`src/rtl/ifetch_pkg.sv`:
```
// Shared types and constants for the instruction-fetch stage.
package ifetch_pkg;
    localparam int XLEN    = 32;
    localparam int IMM_W   = 16;
    localparam int JADDR_W = 26;

    localparam logic [5:0] OP_STOP = 6'b111111;

    typedef enum logic [2:0] {IDLE, REQ, VALID, HALT, FAULT} state_t;
endpackage

```
`src/rtl/ifetch_unit_if.sv`:
```
// Fetch-stage bus bundle: instruction-memory request/ack plus the decode handshake.
interface ifetch_unit_if;
    import ifetch_pkg::*;

    logic            imem_req;
    logic [XLEN-1:0] imem_addr;
    logic            imem_ack;
    logic [XLEN-1:0] imem_rdata;
    logic [XLEN-1:0] instr;
    logic            instr_valid;
    logic            instr_ready;
    logic            jump;
    logic            branch_taken;

    modport master (
        output imem_req, imem_addr, instr, instr_valid,
        input  imem_ack, imem_rdata, instr_ready, jump, branch_taken
    );

    modport slave (
        input  imem_req, imem_addr, instr, instr_valid,
        output imem_ack, imem_rdata, instr_ready, jump, branch_taken
    );
endinterface

```
`src/rtl/ifetch_unit_next_pc_calc.sv`:
```
// Next-PC selection for the retiring instruction: jump > taken branch > sequential.
module next_pc_calc
    import ifetch_pkg::*;
(
    input  logic [XLEN-1:0]    pc,
    input  logic [JADDR_W-1:0] instr,
    input  logic               jump,
    input  logic               branch_taken,
    output logic [XLEN-1:0]    pcplus4,
    output logic [XLEN-1:0]    npc
);
    logic [XLEN-1:0] br_off;
    logic [XLEN-1:0] j_tgt;

    // Opcode bits play no part here, so only the low 26 instruction bits come in.
    assign pcplus4 = pc + 32'd4;
    assign br_off  = {{(XLEN-IMM_W-2){instr[IMM_W-1]}}, instr[IMM_W-1:0], 2'b00};
    assign j_tgt   = {pcplus4[XLEN-1:JADDR_W+2], instr, 2'b00};

    always_comb begin
        npc = pcplus4;
        if (jump)
            npc = j_tgt;
        else if (branch_taken)
            npc = pcplus4 + br_off;
    end
endmodule

```
`src/rtl/ifetch_unit.sv`:
```
// Instruction-fetch stage: PC register, imem request FSM with timeout watchdog,
// single-entry instruction holding register toward decode.
module ifetch_unit
    import ifetch_pkg::*;
#(
    parameter logic [XLEN-1:0] RESET_PC = 32'h0000_0000,
    parameter int              TIMEOUT  = 16
) (
    input  logic            clk,
    input  logic            reset,
    ifetch_unit_if.master   bus,
    output logic [XLEN-1:0] pc,
    output logic [XLEN-1:0] pcplus4,
    output logic            halted,
    output logic            fault
);
    localparam int CW = (TIMEOUT > 1) ? $clog2(TIMEOUT) : 1;

    state_t          state;
    logic [CW-1:0]   tmo_cnt;
    logic            req_q;
    logic            vld_q;
    logic [XLEN-1:0] instr_q;
    logic [XLEN-1:0] npc;

    assign bus.imem_req    = req_q;
    assign bus.imem_addr   = pc;
    assign bus.instr       = instr_q;
    assign bus.instr_valid = vld_q;

    next_pc_calc u_npc (
        .pc           (pc),
        .instr        (instr_q[JADDR_W-1:0]),
        .jump         (bus.jump),
        .branch_taken (bus.branch_taken),
        .pcplus4      (pcplus4),
        .npc          (npc)
    );

    always_ff @(posedge clk) begin
        if (reset) begin
            state   <= IDLE;
            pc      <= RESET_PC;
            instr_q <= '0;
            vld_q   <= 1'b0;
            req_q   <= 1'b0;
            halted  <= 1'b0;
            fault   <= 1'b0;
            tmo_cnt <= '0;
        end else begin
            case (state)
                IDLE: begin
                    state <= REQ;
                    req_q <= 1'b1;
                end
                REQ: begin
                    if (bus.imem_ack) begin
                        tmo_cnt <= '0;
                        req_q   <= 1'b0;
                        // The stop word is never handed to decode.
                        if (bus.imem_rdata[31:26] == OP_STOP) begin
                            state  <= HALT;
                            halted <= 1'b1;
                        end else begin
                            state   <= VALID;
                            instr_q <= bus.imem_rdata;
                            vld_q   <= 1'b1;
                        end
                    end else if (tmo_cnt == CW'(TIMEOUT - 1)) begin
                        state <= FAULT;
                        fault <= 1'b1;
                        req_q <= 1'b0;
                    end else begin
                        tmo_cnt <= tmo_cnt + CW'(1);
                    end
                end
                VALID: begin
                    if (bus.instr_ready) begin
                        pc    <= npc;
                        vld_q <= 1'b0;
                        req_q <= 1'b1;
                        state <= REQ;
                    end
                end
                HALT, FAULT: state <= state;
                default: begin
                    state <= IDLE;
                    req_q <= 1'b0;
                    vld_q <= 1'b0;
                end
            endcase
        end
    end
endmodule
```
`src/flat_wrapper.sv`:
```
// flat-port wrapper written by rule: the top's interface ports become plain ports
module ifetch_unit_flat import ifetch_pkg::*;
#(
    parameter logic [XLEN-1:0] RESET_PC = 32'h0000_0000,
    parameter int              TIMEOUT  = 16
)
  (clk, reset, pc, pcplus4, halted, fault, bus_imem_req, bus_imem_addr, bus_instr, bus_instr_valid, bus_imem_ack, bus_imem_rdata, bus_instr_ready, bus_jump, bus_branch_taken);
  ifetch_unit_if bus_i ();
  input  logic clk;
  input  logic reset;
  output logic [XLEN-1:0] pc;
  output logic [XLEN-1:0] pcplus4;
  output logic halted;
  output logic fault;
  output wire logic [$bits(bus_i.imem_req)-1:0] bus_imem_req;
  output wire logic [$bits(bus_i.imem_addr)-1:0] bus_imem_addr;
  output wire logic [$bits(bus_i.instr)-1:0] bus_instr;
  output wire logic [$bits(bus_i.instr_valid)-1:0] bus_instr_valid;
  input wire logic [$bits(bus_i.imem_ack)-1:0] bus_imem_ack;
  input wire logic [$bits(bus_i.imem_rdata)-1:0] bus_imem_rdata;
  input wire logic [$bits(bus_i.instr_ready)-1:0] bus_instr_ready;
  input wire logic [$bits(bus_i.jump)-1:0] bus_jump;
  input wire logic [$bits(bus_i.branch_taken)-1:0] bus_branch_taken;
  assign bus_imem_req = bus_i.imem_req;
  assign bus_imem_addr = bus_i.imem_addr;
  assign bus_instr = bus_i.instr;
  assign bus_instr_valid = bus_i.instr_valid;
  assign bus_i.imem_ack = bus_imem_ack;
  assign bus_i.imem_rdata = bus_imem_rdata;
  assign bus_i.instr_ready = bus_instr_ready;
  assign bus_i.jump = bus_jump;
  assign bus_i.branch_taken = bus_branch_taken;
  ifetch_unit #(.RESET_PC(RESET_PC), .TIMEOUT(TIMEOUT)) u_core (.clk(clk), .reset(reset), .bus(bus_i), .pc(pc), .pcplus4(pcplus4), .halted(halted), .fault(fault));
endmodule
```
`config.mk`:
```
export PLATFORM = sky130hd
export DESIGN_NAME = ifetch_unit_flat
export DESIGN_NICKNAME = d
export VERILOG_FILES = /design/src/rtl/ifetch_pkg.sv /design/src/rtl/ifetch_unit_if.sv /design/src/rtl/ifetch_unit_next_pc_calc.sv /design/src/rtl/ifetch_unit.sv /design/src/flat_wrapper.sv
export SDC_FILE = /design/constraint.sdc
export NUM_CORES = 1
export LEC_CHECK = 0
export BUFFER_PORTS_ARGS = -buffer_cell sky130_fd_sc_hd__buf_2
export CELL_PAD_IN_SITES_DETAIL_PLACEMENT = 0
export CELL_PAD_IN_SITES_GLOBAL_PLACEMENT = 1
export CORE_ASPECT_RATIO = 0.5
export CORE_MARGIN = 5
export CORE_UTILIZATION = 37
export DETAILED_ROUTE_END_ITERATION = 8
export PLACE_DENSITY_LB_ADDON = 0.3
export SYNTH_ARGS = -nofsm -noshare
export SYNTH_HDL_FRONTEND = slang
export SYNTH_SLANG_ARGS = --single-unit
```
`constraint.sdc`:
```
create_clock -name clk -period 4.9 [get_ports clk]
set_input_delay 0.98 -clock clk [delete_from_list [all_inputs] [get_ports clk]]
set_output_delay 0.98 -clock clk [all_outputs]
set_load 0.005 [all_outputs]
```
* After elaboration in Yosys (flattened, before gate mapping)
Cells that the tools add are included.
Word-level totals: register bits after elaboration 75, bits of input ports 38, output and inout port bits 132, word-level logic and storage cells 53
Operators by class: $add $sub $neg 3, equal/unequal tests 11, mux-type cells 17, bitwise gates (word level) 4, reduce and logical (&&, ||, !) cells 10
Operators with widths (number):
- $mux 32 | 2
- $add 32x3->32 const B | 1
- $add 32x32->32 | 1
- $pmux 3 s4 | 1
- $reduce_and 3->1 | 4
- $mux 3 | 3
- $mux 4 | 2
- $ne 2x2->1 const B | 4
- $mux 1 | 7
- $eq 3x2->1 const B | 2
- $eq 6x6->1 const B | 1
- $add 4x1->4 const B | 1
- $eq 4x4->1 const B | 1
- $not 1->1 | 4
- $pmux 1 s4 | 1
- $reduce_and 2->1 | 2
- $reduce_and 4->1 | 1
- $eq 3x1->1 const B | 1
- $eq 3x3->1 const B | 1
- $logic_not 3->1 | 1
- $ne 3x2->1 const B | 1
- $pmux 1 s3 | 1
- $reduce_or 3->1 | 1
- $reduce_or 2->1 | 1

* Depth between registers and ports, before layout
Gate-level depths: netlist of run 1.
depth after elaboration 4, gate-level depth with buffers 18, mapped depth without buffers 18

* By module
A second synthesis of run 1 with hierarchy kept.
Second synthesis, totals: cells, all modules 775, area total of the unflattened synthesis 5644.2 µm²
By module, submodules not included:
- ifetch_unit | instances 1, cells an instance 383, area each 2994.1 µm², sequential area each 1501.4 µm²
- next_pc_calc | instances 1, cells an instance 392, area each 2650.0 µm², sequential area each 0.0 µm²

* Least setup slack after synthesis of run 1
OpenSTA, ideal clock, no wires.
path type register -> register, start reg u_core.pc[2] (netlist: u_core.bus.imem_addr[2]), end reg u_core.pc[31] (netlist: u_core.bus.imem_addr[31]), setup time 0.128 ns, arrival time 3.632 ns, data required time 4.772 ns, setup slack 1.140 ns, stages on the path, launching flop included 19, path buffers 0, clock period less this slack 3.760 ns, cell sequence dfxtp_1 ha_1 nand4_1 nor2_1 nand3_1 nor2_1 nand3_1 xnor2_1 ha_1 a21o_1 a21o_1 a21o_1 a21o_1 a21o_1 a311oi_1 a21oi_1 nor3_2 xor2_1 nor2_1
On the way: cells in the longest elaborated chain, start to end 4
Ends and longest elaborated chain:
- start, declared | RTL line ifetch_unit.sv:12 | output logic [XLEN-1:0] pc,
- start signal, assigned | RTL line ifetch_unit.sv:79 | pc <= npc;
- $add 32x3->32 | RTL line ifetch_unit_next_pc_calc.sv:16 | assign pcplus4 = pc + 32'd4;
- named net pcplus4[22] | RTL line flat_wrapper.sv:12 | output logic [XLEN-1:0] pcplus4;
- $add 32x32->32 | RTL line ifetch_unit_next_pc_calc.sv:25 | npc = pcplus4 + br_off;
- $mux 32 | RTL line ifetch_unit_next_pc_calc.sv:24 | else if (branch_taken)
- $mux 32 | RTL line ifetch_unit_next_pc_calc.sv:22 | if (jump)
The timed path passes the listed nets, and every way through them passes these cells. A chain may end at the register's enable or synchronous reset.

* Worst setup path after layout of run 1
start reg u_core.pc[2] (netlist: u_core.bus.imem_addr[2]), end reg u_core.pc[31] (netlist: u_core.bus.imem_addr[31])
On the way: cells in the longest elaborated chain, start to end 4
Ends and longest elaborated chain (RTL line):
- $add 32x3->32 * | ifetch_unit_next_pc_calc.sv:16
- $add 32x32->32 | ifetch_unit_next_pc_calc.sv:25
- $mux 32 | ifetch_unit_next_pc_calc.sv:24
- $mux 32 * | ifetch_unit_next_pc_calc.sv:22
Mark *: on every way between the ends. The rest lies on a longest branch, timed or not.

==> results of run 1 <==
-- layout make-up --
type	instances	area (µm²)
Clock inverter	5	104
Fill cell	1554	7990
Timing Repair Buffer	170	868
Multi-Input combinational cell	594	3640
Sequential cell	73	1460
Tap cell	198	248
Clock buffer	11	233
Inverter	11	41.3
-- routing by layer --
layer	up-vias	global-route usage (%)
li1	2800	-
met1	2561	25.3
met2	148	31.0
met3	8	3.86
met4	0	3.38
met5	-	0
-- synthesized netlist by cell type, drive strengths merged (2+ instances only) --
cell type	instances	share of area (%)
a211oi	18	2.4
a21o	19	2.6
a21oi	88	8.1
a311oi	2	0.32
a31o	2	0.32
a31oi	8	0.90
a32o	3	0.54
a32oi	2	0.32
and3	13	1.6
and4	4	0.63
buf	43	5.6
clkbuf	32	2.2
dfxtp	73	26
ha	37	8.3
inv	11	0.74
mux2i	3	0.54
nand2	114	7.7
nand2b	10	1.1
nand3	24	2.2
nand3b	2	0.27
nand4	7	0.90
nand4b	2	0.32
nor2	78	5.3
nor2b	8	0.90
nor3	15	1.4
nor3b	2	0.45
nor4	2	0.22
o211ai	7	0.94
o21a	3	0.40
o21ai	33	3.0
o21bai	4	0.54
o22a	3	0.47
o31ai	2	0.52
or2	2	0.22
or3	3	0.43
xnor2	31	4.9
xor2	24	3.8
-- through the flow --
step,std cells,util (%)
final,1062,45.2
after floorplan,753,-
after CTS,1062,45.2
after global routing,1062,45.2
after detailed placement,1046,42.9
after global placement,1046,42.9
-- flip-flops by register name, summed over array words and instances, names as in the netlist --
register and count:
u_core.bus.instr 32, u_core.bus.imem_addr 30, u_core.tmo_cnt 4, u_core.state 3, u_core.bus.imem_req 1, u_core.bus.instr_valid 1, u_core.fault 1, u_core.halted 1
-- where the power goes --
group          switching, W  internal (W)  leakage [nW]  total [W]
Combinational      0.000401      0.000287          2.44   0.000688
Sequential         0.000112      0.000675         0.592   0.000787
Clock              0.000262      0.000498         0.164   0.000760
-- critical path: stages, from the launching register on --
cell and delay, ns:
dfxtp_1 0.46, ha_1 0.25, nand4_1 0.17, nor2_1 0.28
nand3_1 0.15, nor2_1 0.24, nand3_1 0.13, xnor2_1 0.24
ha_1 0.35, a21o_1 0.20, a21o_1 0.17, a21o_1 0.18
a21o_1 0.18, a21o_1 0.21, a311oi_1 0.38, a21oi_1 0.09
nor3_2 0.18, xor2_1 0.15, nor2_1 0.05
-- how the worst max path moves through the flow --
stage / end / start / slack (ns)
final: u_core.bus.imem_addr[31] / u_core.bus.imem_addr[2] / 0.71
after global routing: u_core.bus.imem_addr[31] / u_core.bus.imem_addr[2] / 0.29
after global placement: u_core.bus.imem_addr[31] / u_core.bus.imem_addr[2] / 0.88
after floorplan: u_core.bus.imem_addr[31] / u_core.bus.imem_addr[2] / 1.14
after detailed placement: u_core.bus.imem_addr[31] / u_core.bus.imem_addr[2] / 0.75
after CTS: u_core.bus.imem_addr[31] / u_core.bus.imem_addr[2] / 0.71
-- cell families (layout without fill, tap and decap cells) --
| logic type | after synthesis | in the layout |
|---|---|---|
| simple gates | 289 | 289 |
| compound gates | 202 | 202 |
| buf+inv | 86 | 197 |
| flops | 73 | 73 |
| xor+xnor | 55 | 55 |
| fa+ha+maj | 38 | 38 |
| mux | 4 | 4 |
| other cells | 1 | 6 |
==> results.md, run 1 <==
- CP max FO: 8
- Clock sink count: 73
- Buffers on Ports: 163
- Core box area: 0.0146 mm²
- Met3 WL: 839 µm
- # rows: 31
- Fin. max-slew vios: 0
- Die ar.: 0.0177 mm²
- Met2 Routed Length: 7.79 mm
- Design Area, Final: 0.00660 mm²
- Critical path type: register to register
- IO Pins: 170
- Compound-Gate Fraction of Synth Area: 22.7%
- Diode count: 0
- Total power: 0.00223 W
- Hold-critical path depth: 2
- FFs w/ async S/R, synth: 0%
- Fraction of layout cells with a size suffix above 1: 23.7%
- Startpoint types: register
- Post-route ant nets: 0
- Area share of fa/ha/maj cells after synthesis: 8.68%
- DP HPWL: 12.7 mm
- Reg clk slew, reported paths: 0.06 ns
- DRT met1 WL: 8.17 mm
- CP required: 5.10 ns
- RD Place Congestion: 0.877
- Largest family of logic cells by synthesized area: simple AND/OR/NAND/NOR gates
- Drt initial violations: 267
- Post-synthesis mux area share: 0.742%
- Synth warn: 0
- Largest net degree at the start of global routing: 52
- Setup TNS: 0 ns
- Syn Std Cell Area: 0.00556 mm²
- CTS resizes: 0
- Post-synth EDFFs: 0
- Worst-Skew Late Latency: 0.33 ns
- R2R depth: 18
- Fin Hold WS: 0.452 ns
- Yosys cell types: 64
- Fmax achieved: 0.238 GHz
- Final Net Count: 935
- Clk_skew: 0.00780 ns
- Post-place instance area: 0.00626 mm²
- Post-synthesis sequential area ratio: 26.3%
- Ys flop type: dfxtp_1
- GRT Total Usage: 18.7%
- Total CTS buffers: 9
- Status: finished clean
- R2R setup slack: 0.71 ns
- Drt total wl: 16.9 mm
- Syn avg cell area: 7.44 µm²
- Most common cell after layout, fill and taps aside: buf_2
- Commonest cells after routing, fill and taps aside: buf_2, nand2_1, a21oi_1, nor2_1, dfxtp_1
- Initial antenna violation count: 0
- Slew @ Worst Pin: 1.14 ns
- Post-Synth Simple-Gate Area: 24.2%
- Slew margin rel.: 23.8%
- Final Cycle Share: 85.6%
- Endpoints failing hold: 0
- Die height: 96.7 µm
- First-pass GRT wire length: 27.6 mm
- Top sig layer: met4
- Minimum clock period: 4.19 ns
- Max Root-Sink Buffers: 2
- Peak supply drop: 0.144 mV
- Vias in the first global route: 5289
- Hold_buf cts: 0
- Hold Path Sink: u_core.bus.instr[31]
- Yosys reg bits: 73
- Final setup violating endpoints: 0
- H-Tree Depth: 3
- Xor/xnor share of the synthesized area: 8.66%
- CTS tree: yes
- Clk Tree Root Cell: clkbuf_16
- Final worst slack: 0.707 ns
- Drt first pass iters: 5
- Worst Hold Class: register to register
- Die Wd: 183 µm
- Critical Path AT: 4.40 ns
- Synth Instances: 748
- Max Cap Viol: 0
- Power per cell area: 339 mW/mm²
- RSZ-0062 raised after global routing: no
- Leakage power: 3.20 nW
- Reg-to-reg critical path startpoint: u_core.bus.imem_addr[2]
- Total gr overflow: 0
- Area grow syn2layout: 18.6%
- WL/cell: 15.9 µm
- HP Start: u_core.bus.instr[31]
- Reg-to-Reg End: u_core.bus.imem_addr[31]
- DR vias: 5517
- Drt drc: 0
- CP endpoint kind: register
- Starting Density: 38.1%
- Vias per std cell: 5.19
- Pre-CTS setup slack: 0.748 ns
- Postcts setup bufs: 0
(Power assumes the default switching activity.)
==> run 2, diff against run 1 <==
- CORE_UTILIZATION: 37 -> 34
- CTS_CLUSTER_SIZE: default -> 10
- clock period: 4.9 -> 3.66 ns (I/O delays scaled with it)
==> run 2 against run 1 <==
Sequential cell count did not move. Setup slack got worse by 0.57 ns. Fmax rose by 19%. Worst hold slack improved by 0.0011 ns. Cell count rose by 8.2%. Clock skew rose by 0.0015 ns. Sequential share of layout area fell by 2.2 points. Die area rose by 8.1%. Highest routed layer unchanged. Critical path depth did not move. Via count rose by 4.5%.
==> results.md, run 2 (synthesis gave the netlist of run 1 again) <==
- Reg clk slew, reported paths: 0.06 ns (about the same)
- Initial antenna violation count: 0 (unchanged)
- RSZ-0062 raised after global routing: yes (was no)
- R2R depth: 18 (unchanged)
- CTS tree: yes (unchanged)
- Max Root-Sink Buffers: 2 (unchanged)
- Worst-Skew Late Latency: 0.35 ns (was 0.33 ns)
- Final Net Count: 993 (was 935)
- WL/cell: 15.9 µm (about the same)
- Critical Path AT: 3.73 ns (was 4.40 ns)
- Max incr delay on CP: 0.33 ns (was 0.46 ns)
- FILL cells: 1720 (was 1554)
- CP endpoint kind: register (unchanged)
- RD Place Congestion: 0.871 (was 0.877)
- Post-place instance area: 0.00668 mm² (was 0.00626 mm²)
- Status: finished clean (unchanged)
- Vias per std cell: 5.02 (was 5.19)
- H-Tree Depth: 3 (unchanged)
- Delay-heaviest family, CP: compound AO/OA/AOI/OAI gates (unchanged)
- Starting Density: 34.3% (was 38.1%)
- Clk_skew: 0.00932 ns (was 0.00780 ns)
- Hold_buf cts: 0 (unchanged)
- Drt initial violations: 280 (was 267)
- Core box area: 0.0162 mm² (was 0.0146 mm²)
- Area grow syn2layout: 32.0% (was 18.6%)
- Post-route ant nets: 0 (unchanged)
- Reg-to-reg critical path startpoint: u_core.bus.imem_addr[2] (unchanged)
- # rows: 33 (was 31)
- Commonest cells after routing, fill and taps aside: buf_2, nand2_1, a21oi_1, nor2_1, dfxtp_1 (unchanged)
- Die ar.: 0.0192 mm² (was 0.0177 mm²)
- R2R setup slack: 0.14 ns (was 0.71 ns)
- Slew @ Worst Pin: 0.675 ns (was 1.14 ns)
- Final worst slack: 0.139 ns (was 0.707 ns)
- Slew margin rel.: 55.0% (was 23.8%)
- Fin. max-slew vios: 0 (unchanged)
- Fraction of layout cells with a size suffix above 1: 33.4% (was 23.7%)
- Pre-CTS setup slack: -0.0153 ns (was 0.748 ns)
- Drt first pass iters: 4 (was 5)
- CP max FO: 3 (was 8)
- Crit path max-delay cell type: dfxtp_2 (was dfxtp_1)
- Die Wd: 191 µm (was 183 µm)
- IO Pins: 170 (unchanged)
- Drt total wl: 18.2 mm (was 16.9 mm)
- Max Cap Viol: 0 (unchanged)
- Startpoint types: register (unchanged)
- Critical path type: register to register (unchanged)
- Total gr overflow: 0 (unchanged)
- Final setup violating endpoints: 0 (unchanged)
- Clock sink count: 73 (unchanged)
- Total power: 0.00307 W (was 0.00223 W)
- Max FFs per register: 32 (unchanged)
- Most common cell after layout, fill and taps aside: buf_2 (unchanged)
- Design Area, Final: 0.00734 mm² (was 0.00660 mm²)
- Non-Filler Instances: 1149 (was 1062)
- Diode count: 0 (unchanged)
- Buf/Inv on CP: 0 (unchanged)
- Critical Path Most Common Cell: a21o_1 (unchanged)
- Reg-to-Reg End: u_core.bus.imem_addr[31] (unchanged)
- Total CTS buffers: 9 (unchanged)
- Clk Tree Root Cell: clkbuf_16 (unchanged)
- Setup TNS: 0 ns (unchanged)
- Fmax achieved: 0.284 GHz (was 0.238 GHz)
- Stages on worst setup path: 18 (unchanged)
- Critical path origin: u_core.bus.imem_addr[2] (unchanged)
- Leakage power: 3.57 nW (was 3.20 nW)
- Placed Cells: 1124 (was 1046)
- Power per cell area: 417 mW/mm² (was 339 mW/mm²)
- CP required: 3.87 ns (was 5.10 ns)
- DR vias: 5763 (was 5517)
- Worst Hold Class: register to register (unchanged)
- CP Cell Sequence: ha_2, nand4_1, nor2_4, nand3_2, nor2_2, nand3_2, xnor2_2, ha_1, a21o_1, a21o_1, a21o_1, a21o_1, a21o_1, a311oi_2, a21oi_1, nor3_2, xor2_1, nor2_1 (was ha_1, nand4_1, nor2_1, nand3_1, nor2_1, nand3_1, xnor2_1, ha_1, a21o_1, a21o_1, a21o_1, a21o_1, a21o_1, a311oi_1, a21oi_1, nor3_2, xor2_1, nor2_1)
- Drt drc: 0 (unchanged)
- First-pass GRT wire length: 28.1 mm (was 27.6 mm)
- Endpoints failing hold: 0 (unchanged)
- DP HPWL: 14.1 mm (was 12.7 mm)
- Critical Path End: u_core.bus.imem_addr[31] (unchanged)
- GRT Total Usage: 18.3% (was 18.7%)
- Buffers on Ports: 163 (unchanged)
- Largest net degree at the start of global routing: 41 (was 52)
- Vias in the first global route: 5468 (was 5289)
- Die height: 100 µm (was 96.7 µm)
- Final Cycle Share: 96.2% (was 85.6%)
- Minimum clock period: 3.52 ns (was 4.19 ns)
- Peak supply drop: 0.242 mV (was 0.144 mV)
[run 2: cell count changes in the layout (fill, tap and decap cells not counted), sizes merged]
cell / before / now
clkbuf: 11 / 10
inv: 11 / 12
clkinvlp: 0 / 1
buf: 170 / 228
bufinv: 3 / 2
[run 2: final cells by class]
class,count,area (µm²),share of cell area (%)
multi-input combinational,594,3930,53.5
sequential,73,1460,19.9
timing repair buffer,228,1310,17.8
tap,227,284,3.87
clock buffer,10,229,3.12
clock inverter,6,90.1,1.23
inverter,11,41.3,0.562
[run 2: where the power goes]
part	internal (W)	switching [W]	total, W
clock network	0.000600	0.000370	0.000969
registers	0.000903	0.000123	0.00103
logic	0.000464	0.000607	0.00107
total	0.00197	0.00110	0.00307
[run 2: worst reg2reg max path, delay by kind of cell (launching register included)]
| family | cells | cell delay (ns) |
|---|---|---|
| xor+xnor | 2 | 0.29 |
| flops | 1 | 0.33 |
| fa+ha+maj | 2 | 0.46 |
| simple gates | 7 | 1.07 |
| compound gates | 7 | 1.25 |
[run 2: repair_timing]
action	4_1_cts	5_1_grt
pin swaps	2	28
setup buffers	0	9
setup endpoints to repair	3	13
resized for setup	4	51
[run 2: stage by stage]
step	hold WS (ns)	utilization, %
global placement	0.441	41.1
finish	0.453	45.3
global route	0.473	45.3
CTS	0.456	43.3
floorplan	0.453	-
detailed placement	0.447	41.1
[run 2: metal layers]
layer,GRT usage [%],vias to the layer above,routed length [µm]
met3,3.75,17,1030
met2,31.9,120,8840
li1,-,2929,-
met5,0,-,0
met4,5.02,0,246
met1,23.4,2697,8120
[run 2: worst min-delay path by stage]
stage / startpoint / endpoint / slack, ns / cells past startpoint
2_1_floorplan: u_core.bus.instr[26] / u_core.bus.instr[26] / 0.45 / 2
3_3_place_gp: u_core.bus.instr[28] / u_core.bus.instr[28] / 0.44 / 2
3_5_place_dp: u_core.bus.instr[26] / u_core.bus.instr[26] / 0.45 / 2
4_1_cts: u_core.bus.instr[26] / u_core.bus.instr[26] / 0.46 / 2
5_1_grt: u_core.bus.instr[31] / u_core.bus.instr[31] / 0.47 / 2
6_report: u_core.bus.instr[26] / u_core.bus.instr[26] / 0.45 / 2
==> run 3, diff against run 2 <==
- ABC_AREA: default -> 1
- CORE_UTILIZATION: 34 -> 33
- REMOVE_ABC_BUFFERS: default -> 1
==> run 3 against run 2 <==
Cell count is 30% higher. Largest power group is now the clock network. Sequential cell count did not move. Register-to-register slack better by 0.14 ns. Largest cell class unchanged.
==> results.md, run 3 <==
- Status: finished clean (unchanged)
- Clk_skew: 0.0145 ns (was 0.00932 ns)
- Drt initial violations: 586 (was 280)
- Largest cells by area after synthesis: dfxtp_1, nand2_1, inv_1 (was dfxtp_1, ha_1, a21oi_1)
- Switching share of power: 33.3% (was 35.8%)
- Reg clk slew, reported paths: 0.07 ns (was 0.06 ns)
- Fmax achieved: 0.296 GHz (was 0.284 GHz)
- FFs w/ async S/R, synth: 0% (unchanged)
- Leading area contributor after synthesis: dfxtp_1 (unchanged)
- R2R depth: 15 (was 18)
- Syn Std Cell Area: 0.00641 mm² (was 0.00556 mm²)
- Drt drc: 0 (unchanged)
- Worst-Skew Late Latency: 0.35 ns (about the same)
- Syn avg cell area: 5.91 µm² (was 7.44 µm²)
- Slew margin rel.: 46.1% (was 55.0%)
- Post-route ant nets: 0 (unchanged)
- Synth Instances: 1085 (was 748)
- First-pass GRT wire length: 38.7 mm (was 28.1 mm)
- Crit path max-delay cell type: dfxtp_1 (was dfxtp_2)
- Core box area: 0.0193 mm² (was 0.0162 mm²)
- Total CTS buffers: 9 (unchanged)
- Worst Hold Class: register to register (unchanged)
- RD Place Congestion: 1.02 (was 0.871)
- Minimum clock period: 3.38 ns (was 3.52 ns)
- Max FFs per register: 32 (unchanged)
- Largest net degree at the start of global routing: 44 (was 41)
- Peak supply drop: 0.206 mV (was 0.242 mV)
- Drt first pass iters: 6 (was 4)
- Final setup violating endpoints: 0 (unchanged)
- Area grow syn2layout: 19.5% (was 32.0%)
- WL/cell: 17.3 µm (was 15.9 µm)
- Clock sink count: 73 (unchanged)
- Starting Density: 33.3% (was 34.3%)
- Power per cell area: 308 mW/mm² (was 417 mW/mm²)
- Yosys reg bits: 73 (unchanged)
- H-Tree Depth: 3 (unchanged)
- Die Wd: 207 µm (was 191 µm)
- FILL cells: 2192 (was 1720)
- Initial antenna violation count: 0 (unchanged)
- Fin. max-slew vios: 0 (unchanged)
- Final Net Count: 1296 (was 993)
- Reg-to-reg critical path startpoint: u_core.bus.imem_addr[5] (was u_core.bus.imem_addr[2])
- Fraction of layout cells with a size suffix above 1: 18.5% (was 33.4%)
- Design Area, Final: 0.00766 mm² (was 0.00734 mm²)
- Commonest cells in the netlist: nand2_1, inv_1, nor2_1 (was nand2_1, a21oi_1, nor2_1)
- Final core occ: 39.8% (was 45.3%)
- Total gr overflow: 0 (unchanged)
- Max Root-Sink Buffers: 2 (unchanged)
- Clk Tree Root Cell: clkbuf_16 (unchanged)
- Critical Path End: u_core.bus.imem_addr[24] (was u_core.bus.imem_addr[31])
- Buf/Inv on CP: 2 (was 0)
- CP max FO: 7 (was 3)
- Final Cycle Share: 92.4% (was 96.2%)
- Ys flop type: dfxtp_1 (unchanged)
- Fin Hold WS: 0.455 ns (was 0.453 ns)
- Die height: 109 µm (was 100 µm)
- Most common cell after layout, fill and taps aside: nand2_1 (was buf_2)
- Postcts setup bufs: 0 (unchanged)
- Int Pwr: 0.00157 W (was 0.00197 W)
- CTS tree: yes (unchanged)
- CP Cell Sequence: nand2_1, nor2_1, nand2_1, nor3_2, xor2_1, inv_1, ha_1, nand2_1, nor2_1, inv_1, o21bai_1, nand3_1, nand4_1, nand3_1, a21oi_1 (was ha_2, nand4_1, nor2_4, nand3_2, nor2_2, nand3_2, xnor2_2, ha_1, a21o_1, a21o_1, a21o_1, a21o_1, a21o_1, a311oi_2, a21oi_1, nor3_2, xor2_1, nor2_1)
- Combinational power share: 20.4% (was 34.9%)
- Stages on worst setup path: 15 (was 18)
- Yosys cell types: 42 (was 64)
- Synth warn: 0 (unchanged)
- Most numerous cell in the Yosys netlist: nand2_1 (unchanged)
- P_sw: 0.000786 W (was 0.00110 W)
- Reg-to-Reg End: u_core.bus.imem_addr[24] (was u_core.bus.imem_addr[31])
- CP endpoint kind: register (unchanged)
- Vias in the first global route: 6815 (was 5468)
- Startpoint types: register (unchanged)
- Critical path type: register to register (unchanged)
- Critical path origin: u_core.bus.imem_addr[5] (was u_core.bus.imem_addr[2])
- Slew @ Worst Pin: 0.806 ns (was 0.675 ns)
- Delay-heaviest family, CP: simple AND/OR/NAND/NOR gates (was compound AO/OA/AOI/OAI gates)
- Post-place instance area: 0.00734 mm² (was 0.00668 mm²)
- Part of the power in the clock network: 40.9% (was 31.6%)
- Die ar.: 0.0225 mm² (was 0.0192 mm²)
- DR vias: 7395 (was 5763)
- Post-synth EDFFs: 0 (unchanged)
- Vias per std cell: 4.96 (was 5.02)
- Leakage power: 4.20 nW (was 3.57 nW)
- Sequential share of power: 38.7% (was 33.5%)
- Max Cap Viol: 0 (unchanged)
- IO Pins: 170 (unchanged)
- Diode count: 0 (unchanged)
- Critical Path AT: 3.66 ns (was 3.73 ns)
- RSZ-0062 raised after global routing: no (was yes)
- Top-area cell type share of the netlist area: 22.8% (was 26.3%)
- Drt total wl: 25.7 mm (was 18.2 mm)
- Critical Path Most Common Cell: nand2_1 (was a21o_1)
- Commonest cells after routing, fill and taps aside: nand2_1, buf_2, inv_1, nor2_1, a21oi_1 (was buf_2, nand2_1, a21oi_1, nor2_1, dfxtp_1)
- R2R setup slack: 0.28 ns (was 0.14 ns)
- DP HPWL: 20.6 mm (was 14.1 mm)
- Endpoints failing hold: 0 (unchanged)
- Setup TNS: 0 ns (unchanged)
- # rows: 36 (was 33)
- CP required: 3.94 ns (was 3.87 ns)
- Buffers on Ports: 163 (unchanged)
- Max incr delay on CP: 0.51 ns (was 0.33 ns)
- GRT Total Usage: 22.0% (was 18.3%)
- Post-synthesis sequential area ratio: 22.8% (was 26.3%)
-- run 3: power by group through the flow --
stage / Sequential, W / Clock, W / Combinational, W
after global placement: 0.000928 / 0 / 0.000479
after CTS: 0.000913 / 0.000980 / 0.000484
after detailed placement: 0.000930 / 0 / 0.000482
after floorplan: 0.000921 / 0 / 0.000264
after global routing: 0.000920 / 0.00101 / 0.000543
final: 0.000913 / 0.000964 / 0.000482
-- run 3: how the worst min path moves through the flow --
stage | from | to | slack [ns] | cells past startpoint
global placement | u_core.halted | u_core.halted | 0.45 | 2
detailed placement | u_core.halted | u_core.halted | 0.44 | 2
global route | u_core.halted | u_core.halted | 0.50 | 2
floorplan | u_core.tmo_cnt[3] | u_core.tmo_cnt[3] | 0.43 | 2
finish | u_core.halted | u_core.halted | 0.45 | 2
CTS | u_core.halted | u_core.halted | 0.46 | 2
-- run 3: cell type report --
class / count / area, µm² / share of cell area, %
tap: 266 / 333 / 4.34
sequential: 73 / 1460 / 19.1
timing repair buffer: 180 / 943 / 12.3
clock inverter: 7 / 85.1 / 1.11
multi-input combinational: 798 / 4020 / 52.5
inverter: 158 / 593 / 7.74
clock buffer: 9 / 225 / 2.94
-- run 3: metrics by stage --
step,total power (W),instances,worst slack [ns]
after global routing,0.00248,1491,0.0482
after detailed placement,0.00141,1475,0.272
after global placement,0.00141,1475,0.248
final,0.00236,1491,0.277
after floorplan,0.00118,1029,0.954
after CTS,0.00238,1491,0.231
-- run 3: cell families after synthesis --
logic type	synth area share, %
and+or+nand+nor	36.0
buffers and inverters	15.0
AOI/OAI and AO/OA	16.0
DFF	22.8
adders and majority gates	7.53
xor gates and xnor gates	2.60
other	0.0585
-- run 3: tightest hold or removal path, stage by stage, from the launching register on --
cell,delay [ns]
dfxtp_1,0.31
inv_1,0.05
a21oi_1,0.05
-- run 3: repair_timing --
action / in CTS / in global routing
setup endpoints to repair: 0 / 3
gates resized for setup: 0 / 4
hold buffers: 0 / 0
-- run 3: per-layer routing --
metal  up-vias  part of all wire (%)  track usage [%]
met5         -                     0                0
met3        25                   7.0             4.67
met2       264                    43             34.3
li1       3711                     -                -
met4         0                   1.6             4.95
met1      3395                    49             31.3
